### src/rtl/mc_pkg.sv
// Shared encodings for the multicycle MIPS control path: states, opcodes,
// funct codes, ALU operations and datapath select codes.
package mc_pkg;

    typedef enum logic [3:0] {
        S_IDLE   = 4'd0,
        S_FETCH  = 4'd1,
        S_DECODE = 4'd2,
        S_MEMADR = 4'd3,
        S_MEMRD  = 4'd4,
        S_MEMWB  = 4'd5,
        S_MEMWR  = 4'd6,
        S_EXEC   = 4'd7,
        S_ALUWB  = 4'd8,
        S_BRANCH = 4'd9,
        S_JUMP   = 4'd10,
        S_ADDIEX = 4'd11,
        S_ADDIWB = 4'd12
    } state_t;

    localparam logic [5:0] OP_RTYPE = 6'h00;
    localparam logic [5:0] OP_LW    = 6'h23;
    localparam logic [5:0] OP_SW    = 6'h2B;
    localparam logic [5:0] OP_BEQ   = 6'h04;
    localparam logic [5:0] OP_J     = 6'h02;
    localparam logic [5:0] OP_ADDI  = 6'h08;

    localparam logic [5:0] FN_ADD = 6'h20;
    localparam logic [5:0] FN_SUB = 6'h22;
    localparam logic [5:0] FN_AND = 6'h24;
    localparam logic [5:0] FN_OR  = 6'h25;
    localparam logic [5:0] FN_SLT = 6'h2A;

    localparam logic [3:0] ALU_AND = 4'b0000;
    localparam logic [3:0] ALU_OR  = 4'b0001;
    localparam logic [3:0] ALU_ADD = 4'b0010;
    localparam logic [3:0] ALU_SUB = 4'b0110;
    localparam logic [3:0] ALU_SLT = 4'b0111;

    localparam logic [1:0] SRCB_B      = 2'b00;
    localparam logic [1:0] SRCB_4      = 2'b01;
    localparam logic [1:0] SRCB_IMM    = 2'b10;
    localparam logic [1:0] SRCB_IMM_SH = 2'b11;

    localparam logic [1:0] PC_ALU    = 2'b00;
    localparam logic [1:0] PC_ALUOUT = 2'b01;
    localparam logic [1:0] PC_JUMP   = 2'b10;

endpackage

### src/rtl/multicycle_control_if.sv
// Control <-> datapath signal bundle. master = the control FSM, slave = datapath.
interface multicycle_control_if;
    logic [5:0] opcode;
    logic [5:0] funct;
    logic       zero;
    logic       mem_ready;
    logic       PCWrite;
    logic       IorD;
    logic       MemRead;
    logic       MemWrite;
    logic       IRWrite;
    logic       RegDst;
    logic       MemToReg;
    logic       RegWrite;
    logic       ALUSrcA;
    logic [1:0] ALUSrcB;
    logic [3:0] ALUOperation;
    logic [1:0] PCSource;
    logic       instr_done;
    logic       illegal;
    logic [3:0] state;

    modport master (
        input  opcode, funct, zero, mem_ready,
        output PCWrite, IorD, MemRead, MemWrite, IRWrite, RegDst, MemToReg,
               RegWrite, ALUSrcA, ALUSrcB, ALUOperation, PCSource,
               instr_done, illegal, state
    );

    modport slave (
        output opcode, funct, zero, mem_ready,
        input  PCWrite, IorD, MemRead, MemWrite, IRWrite, RegDst, MemToReg,
               RegWrite, ALUSrcA, ALUSrcB, ALUOperation, PCSource,
               instr_done, illegal, state
    );
endinterface

### src/rtl/mc_alu_decoder.sv
// R-type funct -> ALU operation. Unknown funct codes fall back to ADD.
module mc_alu_decoder
    import mc_pkg::*;
(
    input  logic [5:0] funct,
    output logic [3:0] alu_op
);
    always_comb begin
        alu_op = ALU_ADD;
        case (funct)
            FN_SUB:  alu_op = ALU_SUB;
            FN_AND:  alu_op = ALU_AND;
            FN_OR:   alu_op = ALU_OR;
            FN_SLT:  alu_op = ALU_SLT;
            default: alu_op = ALU_ADD;
        endcase
    end
endmodule

### src/rtl/multicycle_control.sv
// Moore control FSM for a shared-memory multicycle MIPS datapath.
// Define MC_PERF_CNT_EN to add cycle_count / instr_count performance counters.
module multicycle_control
    import mc_pkg::*;
#(
    parameter int CNT_W = 32
) (
    input  logic                   clk,
    input  logic                   reset,
    multicycle_control_if.master   bus
`ifdef MC_PERF_CNT_EN
    ,
    output logic [CNT_W-1:0]       cycle_count,
    output logic [CNT_W-1:0]       instr_count
`endif
);
    state_t     st, nxt;
    logic [3:0] exec_op;

    mc_alu_decoder u_aludec (.funct(bus.funct), .alu_op(exec_op));

    always_ff @(posedge clk or negedge reset) begin
        if (!reset) st <= S_IDLE;
        else        st <= nxt;
    end

    assign bus.state = st;

    // Outputs decode only from the state register and live inputs, so an
    // asynchronous reset drops every strobe in the same instant.
    always_comb begin
        nxt              = st;
        bus.PCWrite      = 1'b0;
        bus.IorD         = 1'b0;
        bus.MemRead      = 1'b0;
        bus.MemWrite     = 1'b0;
        bus.IRWrite      = 1'b0;
        bus.RegDst       = 1'b0;
        bus.MemToReg     = 1'b0;
        bus.RegWrite     = 1'b0;
        bus.ALUSrcA      = 1'b0;
        bus.ALUSrcB      = SRCB_B;
        bus.ALUOperation = ALU_AND;
        bus.PCSource     = PC_ALU;
        bus.instr_done   = 1'b0;
        bus.illegal      = 1'b0;
        case (st)
            S_IDLE: nxt = S_FETCH;
            S_FETCH: begin
                bus.MemRead      = 1'b1;
                bus.ALUSrcB      = SRCB_4;
                bus.ALUOperation = ALU_ADD;
                if (bus.mem_ready) begin
                    bus.IRWrite = 1'b1;
                    bus.PCWrite = 1'b1;
                    nxt         = S_DECODE;
                end
            end
            S_DECODE: begin
                // Speculative branch target lands in ALUOut for BRANCH.
                bus.ALUSrcB      = SRCB_IMM_SH;
                bus.ALUOperation = ALU_ADD;
                case (bus.opcode)
                    OP_LW, OP_SW: nxt = S_MEMADR;
                    OP_RTYPE:     nxt = S_EXEC;
                    OP_BEQ:       nxt = S_BRANCH;
                    OP_J:         nxt = S_JUMP;
                    OP_ADDI:      nxt = S_ADDIEX;
                    default: begin
                        bus.illegal = 1'b1;
                        nxt         = S_FETCH;
                    end
                endcase
            end
            S_MEMADR: begin
                bus.ALUSrcA      = 1'b1;
                bus.ALUSrcB      = SRCB_IMM;
                bus.ALUOperation = ALU_ADD;
                nxt              = (bus.opcode == OP_SW) ? S_MEMWR : S_MEMRD;
            end
            S_MEMRD: begin
                bus.MemRead = 1'b1;
                bus.IorD    = 1'b1;
                if (bus.mem_ready) nxt = S_MEMWB;
            end
            S_MEMWB: begin
                bus.RegWrite   = 1'b1;
                bus.MemToReg   = 1'b1;
                bus.instr_done = 1'b1;
                nxt            = S_FETCH;
            end
            S_MEMWR: begin
                bus.MemWrite = 1'b1;
                bus.IorD     = 1'b1;
                if (bus.mem_ready) begin
                    bus.instr_done = 1'b1;
                    nxt            = S_FETCH;
                end
            end
            S_EXEC: begin
                bus.ALUSrcA      = 1'b1;
                bus.ALUOperation = exec_op;
                nxt              = S_ALUWB;
            end
            S_ALUWB: begin
                bus.RegWrite   = 1'b1;
                bus.RegDst     = 1'b1;
                bus.instr_done = 1'b1;
                nxt            = S_FETCH;
            end
            S_BRANCH: begin
                bus.ALUSrcA      = 1'b1;
                bus.ALUOperation = ALU_SUB;
                bus.PCSource     = PC_ALUOUT;
                bus.PCWrite      = bus.zero;
                bus.instr_done   = 1'b1;
                nxt              = S_FETCH;
            end
            S_JUMP: begin
                bus.PCSource   = PC_JUMP;
                bus.PCWrite    = 1'b1;
                bus.instr_done = 1'b1;
                nxt            = S_FETCH;
            end
            S_ADDIEX: begin
                bus.ALUSrcA      = 1'b1;
                bus.ALUSrcB      = SRCB_IMM;
                bus.ALUOperation = ALU_ADD;
                nxt              = S_ADDIWB;
            end
            S_ADDIWB: begin
                bus.RegWrite   = 1'b1;
                bus.instr_done = 1'b1;
                nxt            = S_FETCH;
            end
            default: nxt = S_IDLE;
        endcase
    end

`ifdef MC_PERF_CNT_EN
    always_ff @(posedge clk or negedge reset) begin
        if (!reset) begin
            cycle_count <= '0;
            instr_count <= '0;
        end else begin
            if (st != S_IDLE)   cycle_count <= cycle_count + 1'b1;
            if (bus.instr_done) instr_count <= instr_count + 1'b1;
        end
    end
`else
    logic unused_cnt_w;
    assign unused_cnt_w = ^CNT_W;
`endif

endmodule

### src/flat_wrapper.sv
// flat-port wrapper written by rule: the top's interface ports become plain ports
module multicycle_control_flat import mc_pkg::*;
#(
    parameter int CNT_W = 32
)
  (clk, reset, bus_opcode, bus_funct, bus_zero, bus_mem_ready, bus_PCWrite, bus_IorD, bus_MemRead, bus_MemWrite, bus_IRWrite, bus_RegDst, bus_MemToReg, bus_RegWrite, bus_ALUSrcA, bus_ALUSrcB, bus_ALUOperation, bus_PCSource, bus_instr_done, bus_illegal, bus_state);
  multicycle_control_if bus_i ();
  input  logic clk;
  input  logic reset;
  input wire logic [$bits(bus_i.opcode)-1:0] bus_opcode;
  input wire logic [$bits(bus_i.funct)-1:0] bus_funct;
  input wire logic [$bits(bus_i.zero)-1:0] bus_zero;
  input wire logic [$bits(bus_i.mem_ready)-1:0] bus_mem_ready;
  output wire logic [$bits(bus_i.PCWrite)-1:0] bus_PCWrite;
  output wire logic [$bits(bus_i.IorD)-1:0] bus_IorD;
  output wire logic [$bits(bus_i.MemRead)-1:0] bus_MemRead;
  output wire logic [$bits(bus_i.MemWrite)-1:0] bus_MemWrite;
  output wire logic [$bits(bus_i.IRWrite)-1:0] bus_IRWrite;
  output wire logic [$bits(bus_i.RegDst)-1:0] bus_RegDst;
  output wire logic [$bits(bus_i.MemToReg)-1:0] bus_MemToReg;
  output wire logic [$bits(bus_i.RegWrite)-1:0] bus_RegWrite;
  output wire logic [$bits(bus_i.ALUSrcA)-1:0] bus_ALUSrcA;
  output wire logic [$bits(bus_i.ALUSrcB)-1:0] bus_ALUSrcB;
  output wire logic [$bits(bus_i.ALUOperation)-1:0] bus_ALUOperation;
  output wire logic [$bits(bus_i.PCSource)-1:0] bus_PCSource;
  output wire logic [$bits(bus_i.instr_done)-1:0] bus_instr_done;
  output wire logic [$bits(bus_i.illegal)-1:0] bus_illegal;
  output wire logic [$bits(bus_i.state)-1:0] bus_state;
  assign bus_i.opcode = bus_opcode;
  assign bus_i.funct = bus_funct;
  assign bus_i.zero = bus_zero;
  assign bus_i.mem_ready = bus_mem_ready;
  assign bus_PCWrite = bus_i.PCWrite;
  assign bus_IorD = bus_i.IorD;
  assign bus_MemRead = bus_i.MemRead;
  assign bus_MemWrite = bus_i.MemWrite;
  assign bus_IRWrite = bus_i.IRWrite;
  assign bus_RegDst = bus_i.RegDst;
  assign bus_MemToReg = bus_i.MemToReg;
  assign bus_RegWrite = bus_i.RegWrite;
  assign bus_ALUSrcA = bus_i.ALUSrcA;
  assign bus_ALUSrcB = bus_i.ALUSrcB;
  assign bus_ALUOperation = bus_i.ALUOperation;
  assign bus_PCSource = bus_i.PCSource;
  assign bus_instr_done = bus_i.instr_done;
  assign bus_illegal = bus_i.illegal;
  assign bus_state = bus_i.state;
  multicycle_control #(.CNT_W(CNT_W)) u_core (.clk(clk), .reset(reset), .bus(bus_i));
endmodule
### config.mk
export PLATFORM = sky130hd
export DESIGN_NAME = multicycle_control_flat
export DESIGN_NICKNAME = d
export VERILOG_FILES = /design/src/rtl/mc_pkg.sv /design/src/rtl/multicycle_control_if.sv /design/src/rtl/mc_alu_decoder.sv /design/src/rtl/multicycle_control.sv /design/src/flat_wrapper.sv
export SDC_FILE = /design/constraint.sdc
export NUM_CORES = 1
export LEC_CHECK = 0
export CAP_MARGIN = 20
export CORE_MARGIN = 5
export CORE_UTILIZATION = 25
export CTS_CLUSTER_DIAMETER = 50
export DETAILED_ROUTE_END_ITERATION = 8
export PLACE_DENSITY = 0.57
export SYNTH_ARGS = -nofsm -noshare
export SYNTH_HDL_FRONTEND = slang
export SYNTH_SLANG_ARGS = --single-unit
### constraint.sdc
create_clock -name clk -period 1.5 [get_ports clk]
set_input_delay 0.375 -clock clk [delete_from_list [all_inputs] [get_ports clk]]
set_output_delay 0.375 -clock clk [all_outputs]
set_load 0.1 [all_outputs]
==> flow_summary.yaml, run 1 <==
route:
  routed_wirelength_um: 3160
  drc: 0
  via_per_inst: 5.18
  drtPass1Iterations: 4
  wl_per_cell_um: 15.3
  first_iter_violations: 23
  antenna_left: 0
  via_count: 1072
hold_path:
  hp-class: "primary input to async pin"
logic_synthesis:
  ys.flop_type: "dfrtp_1"
  synth_cells: 90
  yosys_warnings: 0
  synthDistinctLibCells: 46
  ys_seq_area_frac: 0.152
  avgSynthCellArea_um2: 7.34
  synth_edf_count: 0
  synth_area_leaders: "dfrtp_1 (15%), nor2_1 (7.4%), nand2b_1 (4.7%)"
  synth_top_area_cell: "dfrtp_1"
  netlist_area_um2: 661
  syn_nets: 106
  synth_top_cell_area_share: 0.152
  ys_ff_latch: 4
  synth-async-reset-ratio: 1.00
power:
  sw_frac_of_total: 0.550
  p_seq_frac: 0.051
  combPwrFrac: 0.919
  vdd_drop_max_mv: 2.72
  internal-power_w: 0.00218
  p_leak_nw: 0.857
  power_density_mw_per_mm2: 2390
  clkPwrFrac: 0.030
  power_switching_w: 0.00266
clock_network:
  clkSlewWorstSetupHoldPaths_ns: 0.04
  cts_root_buffer: "clkbuf_4"
  cts_buffers: 3
  insertion_delay_ns: 0.25
  htreeDepth: 1
  cts_hold_buffers: 0
  cts_tree: "built"
  cts_buffer_depth: 2
  cts_num_sinks: 4
cells_and_area:
  design_area_mm2: 0.00202
  fin_util: 0.809
  drive_gt1_frac: 0.723
  nNetsFinal: 195
  largest_reg_flops: 4
  final_common_cell: "buf_4"
  final_cell_mix: "buf_4 (38), buf_12 (22), buf_6 (13), dlygate4sd2_1 (11), nor2_4 (10)"
  area_delta_synth_final_pct: 206
  n_antenna_cell: 0
timing:
  setup_viol: 23
  min_period_over_period: 1.29
  maxSlewViolCount: 0
  fin_crit_ns: 1.94
  fin_skew_ns: 0.00770
  rsz0062_at_grt: "true"
  worst_slack_ns: -0.439
  max_freq_mhz: 516
  hold_viol: 0
  finalSetupTns_ns: -7.87
die:
  fp.dieArea_mm2: 0.00377
  start_util: 0.264
  coreArea_mm2: 0.00250
  io_pins: 39
  die_y_um: 61.4
  fp-row-count: 18
  chipWidth_um: 61.4
critical_path:
  crit_slowest_cell: "dfrtp_4"
  cp.required_ns: 1.12
  path_buf_inv: 3
  arrival_ns: 1.56
  path_cells: "buf_4 > buf_6 > nand2b_4 > o21ai_4 > buf_12"
  worst-path-max-fanout: 5
  path_delay_family: "flip-flops"
  critPathCaptureType: "primary output"
  critPathKind: "flip-flop to primary output"
  slowest_delay_ns: 0.49
  start_kind: "flip-flop"
grt:
  grtUsageTotal: 0.174
  antenna_found_initial: 0
  grt_pass1_wl_um: 4860
  grt_overflow: 0
  grt_max_degree: 9
  grt_pass1_vias: 1127
place:
  post_dp_cell_area_mm2: 0.00172
  post-place-ws_ns: -0.588
  gp_congestion: 0.844
  hpwl_um: 2270
  portBuffers: 37
run_status:
  status: "finished, violations left"
  violations: "negative setup slack"
job:
  maxCapViolCount: 0
[final timing paths]
kind | from | to | slack [ns] | cells after the start
max | u_core.bus.state[3] | bus_instr_done | -0.44 | 5
min | reset | u_core.bus.state[1] | 0.32 | 1
max reg2reg | u_core.bus.state[3] | u_core.bus.state[0] | -0.19 | 7
min reg2reg | u_core.bus.state[1] | u_core.bus.state[0] | 0.88 | 4
max in group asynchronous | reset | u_core.bus.state[2] | 0.98 | 1
min in group clk | bus_mem_ready | u_core.bus.state[0] | 0.70 | 3
[synth_stat cells, types with 2 or more instances]
library cell / count
nand2_1: 3
dfrtp_1: 4
o21ai_0: 5
nand2b_1: 5
nor2_2: 2
a21oi_1: 3
or3_1: 2
buf_4: 3
o21ai_1: 3
nor2_1: 13
nor3_1: 3
a211oi_1: 2
mux2i_1: 2
nand4_1: 2
o211a_1: 2
nor2b_1: 3
a21boi_0: 2
a21boi_1: 2
buf_2: 2
[per-layer routing]
metal / GRT usage / wire [um] / vias up
met2: 0.346 / 1740 / 38
met5: 0 / 0 / -
li1: - / - / 517
met3: 0.0273 / 182 / 6
met4: 0.0879 / 59 / 0
met1: 0.171 / 1180 / 511
[final cells by class]
class | count | area (um^2)
multi-input combinational | 78 | 801
fill | 159 | 478
inverter | 2 | 7.51
sequential | 4 | 115
timing repair buffer | 90 | 1040
clock buffer | 3 | 22.5
tap | 30 | 37.5
[per-stage QoR]
stage	instances	hold slack, ns	power (W)
finish	207	0.324	0.00484
global placement	189	0.589	0.00405
CTS	200	0.322	0.00454
detailed placement	189	0.589	0.00408
global route	207	0.335	0.00505
floorplan	90	0.0794	0.00264
[what timing repair did]
| action | in CTS | in global routing |
|---|---|---|
| gates resized for setup | 34 | 24 |
| buffers inserted | 8 | 8 |
| pin swaps | 9 | 10 |
| endpoints found under the setup margin | 24 | 25 |
[logic make-up after synthesis]
logic type             after synthesis  synth area share
other                                1           0.00568
AO/OA/AOI/OAI                       31             0.358
multiplexers                         2            0.0303
buffers and inverters                8            0.0776
flip-flops                           4             0.152
AND/OR/NAND/NOR                     43             0.364
XOR/XNOR                             1            0.0133
[power groups by stage]
stage	combinational, W	sequential [W]	clock [W]
after floorplan	0.00214	0.000508	0
after global placement	0.00376	0.000281	0
after detailed placement	0.00380	0.000284	0
after CTS	0.00415	0.000238	0.000148
after global routing	0.00462	0.000260	0.000164
final	0.00445	0.000248	0.000144
Power figures use the tool's default switching activity.
==> run 2: changes to the inputs <==
DONT_BUFFER_PORTS = 1   (was not set)
PLACE_DENSITY = 0.38   (was 0.57)
==> run 2 against run 1 <==
The run still ends with negative setup slack left. Via count is 20% lower. Clock skew is 0.0060 ns lower. Die area did not move. Flip-flop and latch count stayed put. Routed wire length down 20%. Critical path depth decreased by 1.
==> flow_summary.yaml, run 2 (same netlist as run 1, synthesis figures left out) <==
cells_and_area:
  final_cell_mix: "buf_4 (24), buf_12 (21), nor2_4 (10), buf_6 (6), o21ai_0 (5)"
  largest_reg_flops: 4
  final_common_cell: "buf_4"
  multi_input_area_um2: 744
  fillers: 197
  n_antenna_cell: 0
  nNetsFinal: 158
  drive_gt1_frac: 0.707
  fin_util: 0.648
  seqCellArea_um2: 115
  area_delta_synth_final_pct: 145
route:
  via_per_inst: 5.06
  via_count: 860
  first_iter_violations: 19
  drtPass1Iterations: 3
  routed_wirelength_um: 2520
  drc: 0
  wl_per_cell_um: 14.8
  antenna_left: 0
critical_path:
  critPathCaptureType: "primary output"
  cp.required_ns: 1.12
  r2r_cells: 5
  worst-path-max-fanout: 7
  r2r_end: "u_core.bus.state[0]"
  start_kind: "flip-flop"
  r2r_slack_ns: -0.06
  critPathKind: "flip-flop to primary output"
  arrival_ns: 1.56
  r2r-start: "u_core.bus.state[0]"
grt:
  grt_pass1_vias: 861
  grt_pass1_wl_um: 3990
  grt_overflow: 0
  grtUsageTotal: 0.140
  grt_max_degree: 14
  antenna_found_initial: 0
hold_path:
  holdCritStartpoint: "bus_mem_ready"
  hp-class: "primary input to flip-flop"
  whs_endpoint: "u_core.bus.state[0]"
  worstHoldPathCells: 1
die:
  coreArea_mm2: 0.00250
  io_pins: 39
  fp-row-count: 18
  die_y_um: 61.4
  fp.dieArea_mm2: 0.00377
  start_util: 0.264
  chipWidth_um: 61.4
timing:
  fin_skew_ns: 0.00166
  hold_viol: 0
  setup_viol: 22
  max_freq_mhz: 517
  min_period_over_period: 1.29
  fin_crit_ns: 1.93
  maxSlewViolCount: 0
  rsz0062_at_grt: "true"
  worst_slack_ns: -0.434
clock_network:
  clkSlewWorstSetupHoldPaths_ns: 0.04
  cts_tree: "built"
  htreeDepth: 1
  cts_buffer_depth: 2
  cts_root_buffer: "clkbuf_4"
  cts_buffers: 3
  insertion_delay_ns: 0.24
  cts_num_sinks: 4
place:
  gp_congestion: 0.764
  portBuffers: 0
  hpwl_um: 2020
run_status:
  status: "finished, violations left"
  violations: "negative setup slack"
job:
  maxCapViolCount: 0
run 2: how the worst max path moves through the flow:
stage | slack, ns | depth (start not counted) | endpoint | startpoint
after global placement | -0.19 | 5 | bus_IRWrite | u_core.bus.state[3]
after CTS | -0.45 | 4 | bus_ALUOperation[2] | u_core.bus.state[3]
after floorplan | -0.72 | 3 | bus_MemRead | u_core.bus.state[0]
after detailed placement | -0.21 | 5 | bus_IRWrite | u_core.bus.state[3]
after global routing | -0.50 | 4 | bus_ALUOperation[2] | u_core.bus.state[3]
final | -0.43 | 4 | bus_ALUOperation[2] | u_core.bus.state[3]
run 2: routing by layer:
layer  track usage  up-vias  wire length (um)
li1              -      439                 -
met1         0.169      388               966
met2         0.242       29              1330
met3        0.0503        4               213
met4        0.0273        0                14
met5             0        -                 0
run 2: critical path, stage by stage (launching register included):
cell and delay, ns:
dfrtp_4 0.50, and2b_1 0.22, nand4_1 0.21, o22ai_4 0.19
buf_12 0.20
run 2: repair_timing:
item                                    in CTS  in global routing
resized for setup                           13                 22
pin swaps                                    4                  3
hold buffers                                 1                  0
cloned                                       0                  0
endpoints found under the setup margin      23                 23
setup buffers                                3                  6
endpoints found under the hold margin        4                  0
run 2: layout make-up:
type,count,share of cell area
well taps,30,0.0232
multi-input cells,78,0.459
clock buffers,3,0.0139
flip-flops and latches,4,0.0710
repair buffers,53,0.428
inverters,2,0.00463
run 2: through the flow:
stage	hold slack (ns)	instances	setup TNS [ns]	instance area [um^2]	worst slack, ns
floorplan	0.0794	90	-9.43	856	-0.719
global route	0.210	170	-7.27	1620	-0.500
finish	0.225	170	-6.04	1620	-0.434
global placement	0.0796	158	-2.07	1400	-0.194
CTS	0.220	165	-6.43	1510	-0.451
detailed placement	0.0796	158	-2.26	1400	-0.210
Power of run 2 is not shown: default switching activity piles up to over one toggle a cycle in this logic, so the estimate is an artifact.
==> run 3: changes to the inputs <==
GPL_ROUTABILITY_DRIVEN = 1   (was not set)
REMOVE_ABC_BUFFERS = 1   (was not set)
==> run 3 against run 2 <==
The flow still finishes with violations (negative setup slack). Worst setup slack gained 0.091 ns. Register-to-register slack better by 0.11 ns. Routed wire length rose by 8.5%. Design area fell by 5.9%. Critical endpoint unchanged.
==> flow_summary.yaml, run 3 (same netlist as run 1, synthesis figures left out) <==
run_status:
  status: "finished, violations left"
  violations: "negative setup slack"
critical_path:
  cp.required_ns: 1.12
  worst-path-max-fanout: 8
  critPathCaptureType: "primary output"
  critPathKind: "flip-flop to primary output"
  arrival_ns: 1.47
  start_kind: "flip-flop"
hold_path:
  hp-class: "primary input to flip-flop"
cells_and_area:
  fin_util: 0.610
  n_antenna_cell: 0
  fillers: 206
  nNetsFinal: 157
  seqCellArea_um2: 104
  area_delta_synth_final_pct: 131
  final_cell_mix: "buf_4 (23), buf_12 (18), buf_6 (7), nand2b_4 (6), nor2_2 (6)"
  final_common_cell: "buf_4"
  largest_reg_flops: 4
  drive_gt1_frac: 0.655
  multi_input_area_um2: 667
clock_network:
  cts_tree: "built"
  htreeDepth: 1
  cts_buffer_depth: 2
  cts_root_buffer: "clkbuf_4"
  cts_num_sinks: 4
  cts_buffers: 3
  clkSlewWorstSetupHoldPaths_ns: 0.04
  insertion_delay_ns: 0.24
place:
  hpwl_um: 2040
  gp_congestion: 0.781
  post-place-ws_ns: -0.212
  portBuffers: 0
die:
  chipWidth_um: 61.4
  coreArea_mm2: 0.00250
  start_util: 0.264
  fp.dieArea_mm2: 0.00377
  die_y_um: 61.4
  io_pins: 39
  fp-row-count: 18
timing:
  maxSlewViolCount: 0
  min_period_over_period: 1.23
  fin_crit_ns: 1.84
  rsz0062_at_grt: "true"
  worst_slack_ns: -0.343
  hold_viol: 0
  finalSetupTns_ns: -4.61
  max_freq_mhz: 543
  fin_skew_ns: 0.00744
  setup_viol: 19
route:
  routed_wirelength_um: 2740
  via_per_inst: 5.31
  antenna_left: 0
  via_count: 897
  drc: 0
  wl_per_cell_um: 16.2
  drtPass1Iterations: 4
  first_iter_violations: 12
grt:
  grt_pass1_vias: 946
  globalRoute.busiestLayer: "met2"
  grt_overflow: 0
  grt_pass1_wl_um: 4530
  grt_max_degree: 11
  grt_use_met3: 0.0461
  grtUsageTotal: 0.160
  antenna_found_initial: 0
  use_met2: 0.284
  use_met1: 0.195
job:
  maxCapViolCount: 0
-- run 3: repair_timing --
item,in CTS,in global routing
setup buffers,8,2
hold buffers,1,0
pin swaps,7,8
resized for setup,19,20
endpoints found under the hold margin,4,0
setup endpoints to repair,21,22
cloned,0,0
-- run 3: final timing paths --
path / start / endpoint / slack (ns) / cells after the start
worst max-delay path: u_core.bus.state[3] / bus_ALUOperation[2] / -0.34 / 4
worst min-delay path: bus_mem_ready / u_core.bus.state[0] / 0.22 / 1
max in group asynchronous: reset / u_core.bus.state[0] / 0.87 / 1
worst min register to register: u_core.bus.state[1] / u_core.bus.state[0] / 0.77 / 2
worst max register to register: u_core.bus.state[3] / u_core.bus.state[0] / 0.05 / 5
min in group asynchronous: reset / u_core.bus.state[1] / 0.42 / 1
-- run 3: critical path, cell delays in order, from the launching register on --
cell     delay [ns]
dfrtp_2        0.45
and2b_1        0.23
nand4_1        0.15
o22ai_2        0.18
buf_12         0.20
-- run 3: per-stage QoR --
stage               cell area [um^2]  hold WS [ns]  cells
global placement                1270        0.0795    157
CTS                             1440         0.216    169
floorplan                        617        0.0794     84
global route                    1530         0.215    169
finish                          1530         0.222    169
detailed placement              1270        0.0795    157
-- run 3: area by class of cell --
cell class / instances / share of cell area
flip-flops and latches: 4 / 0.0681
well taps: 30 / 0.0246
repair buffers: 52 / 0.450
multi-input cells: 78 / 0.437
inverters: 2 / 0.00492
clock buffers: 3 / 0.0148
-- run 3: per-layer routing --
| layer | routed length [um] | vias to the layer above |
|---|---|---|
| met4 | 30 | 0 |
| met5 | 0 | - |
| met3 | 187 | 4 |
| met1 | 1090 | 419 |
| met2 | 1430 | 37 |
| li1 | - | 437 |
Power of run 3 is left out for the same reason.
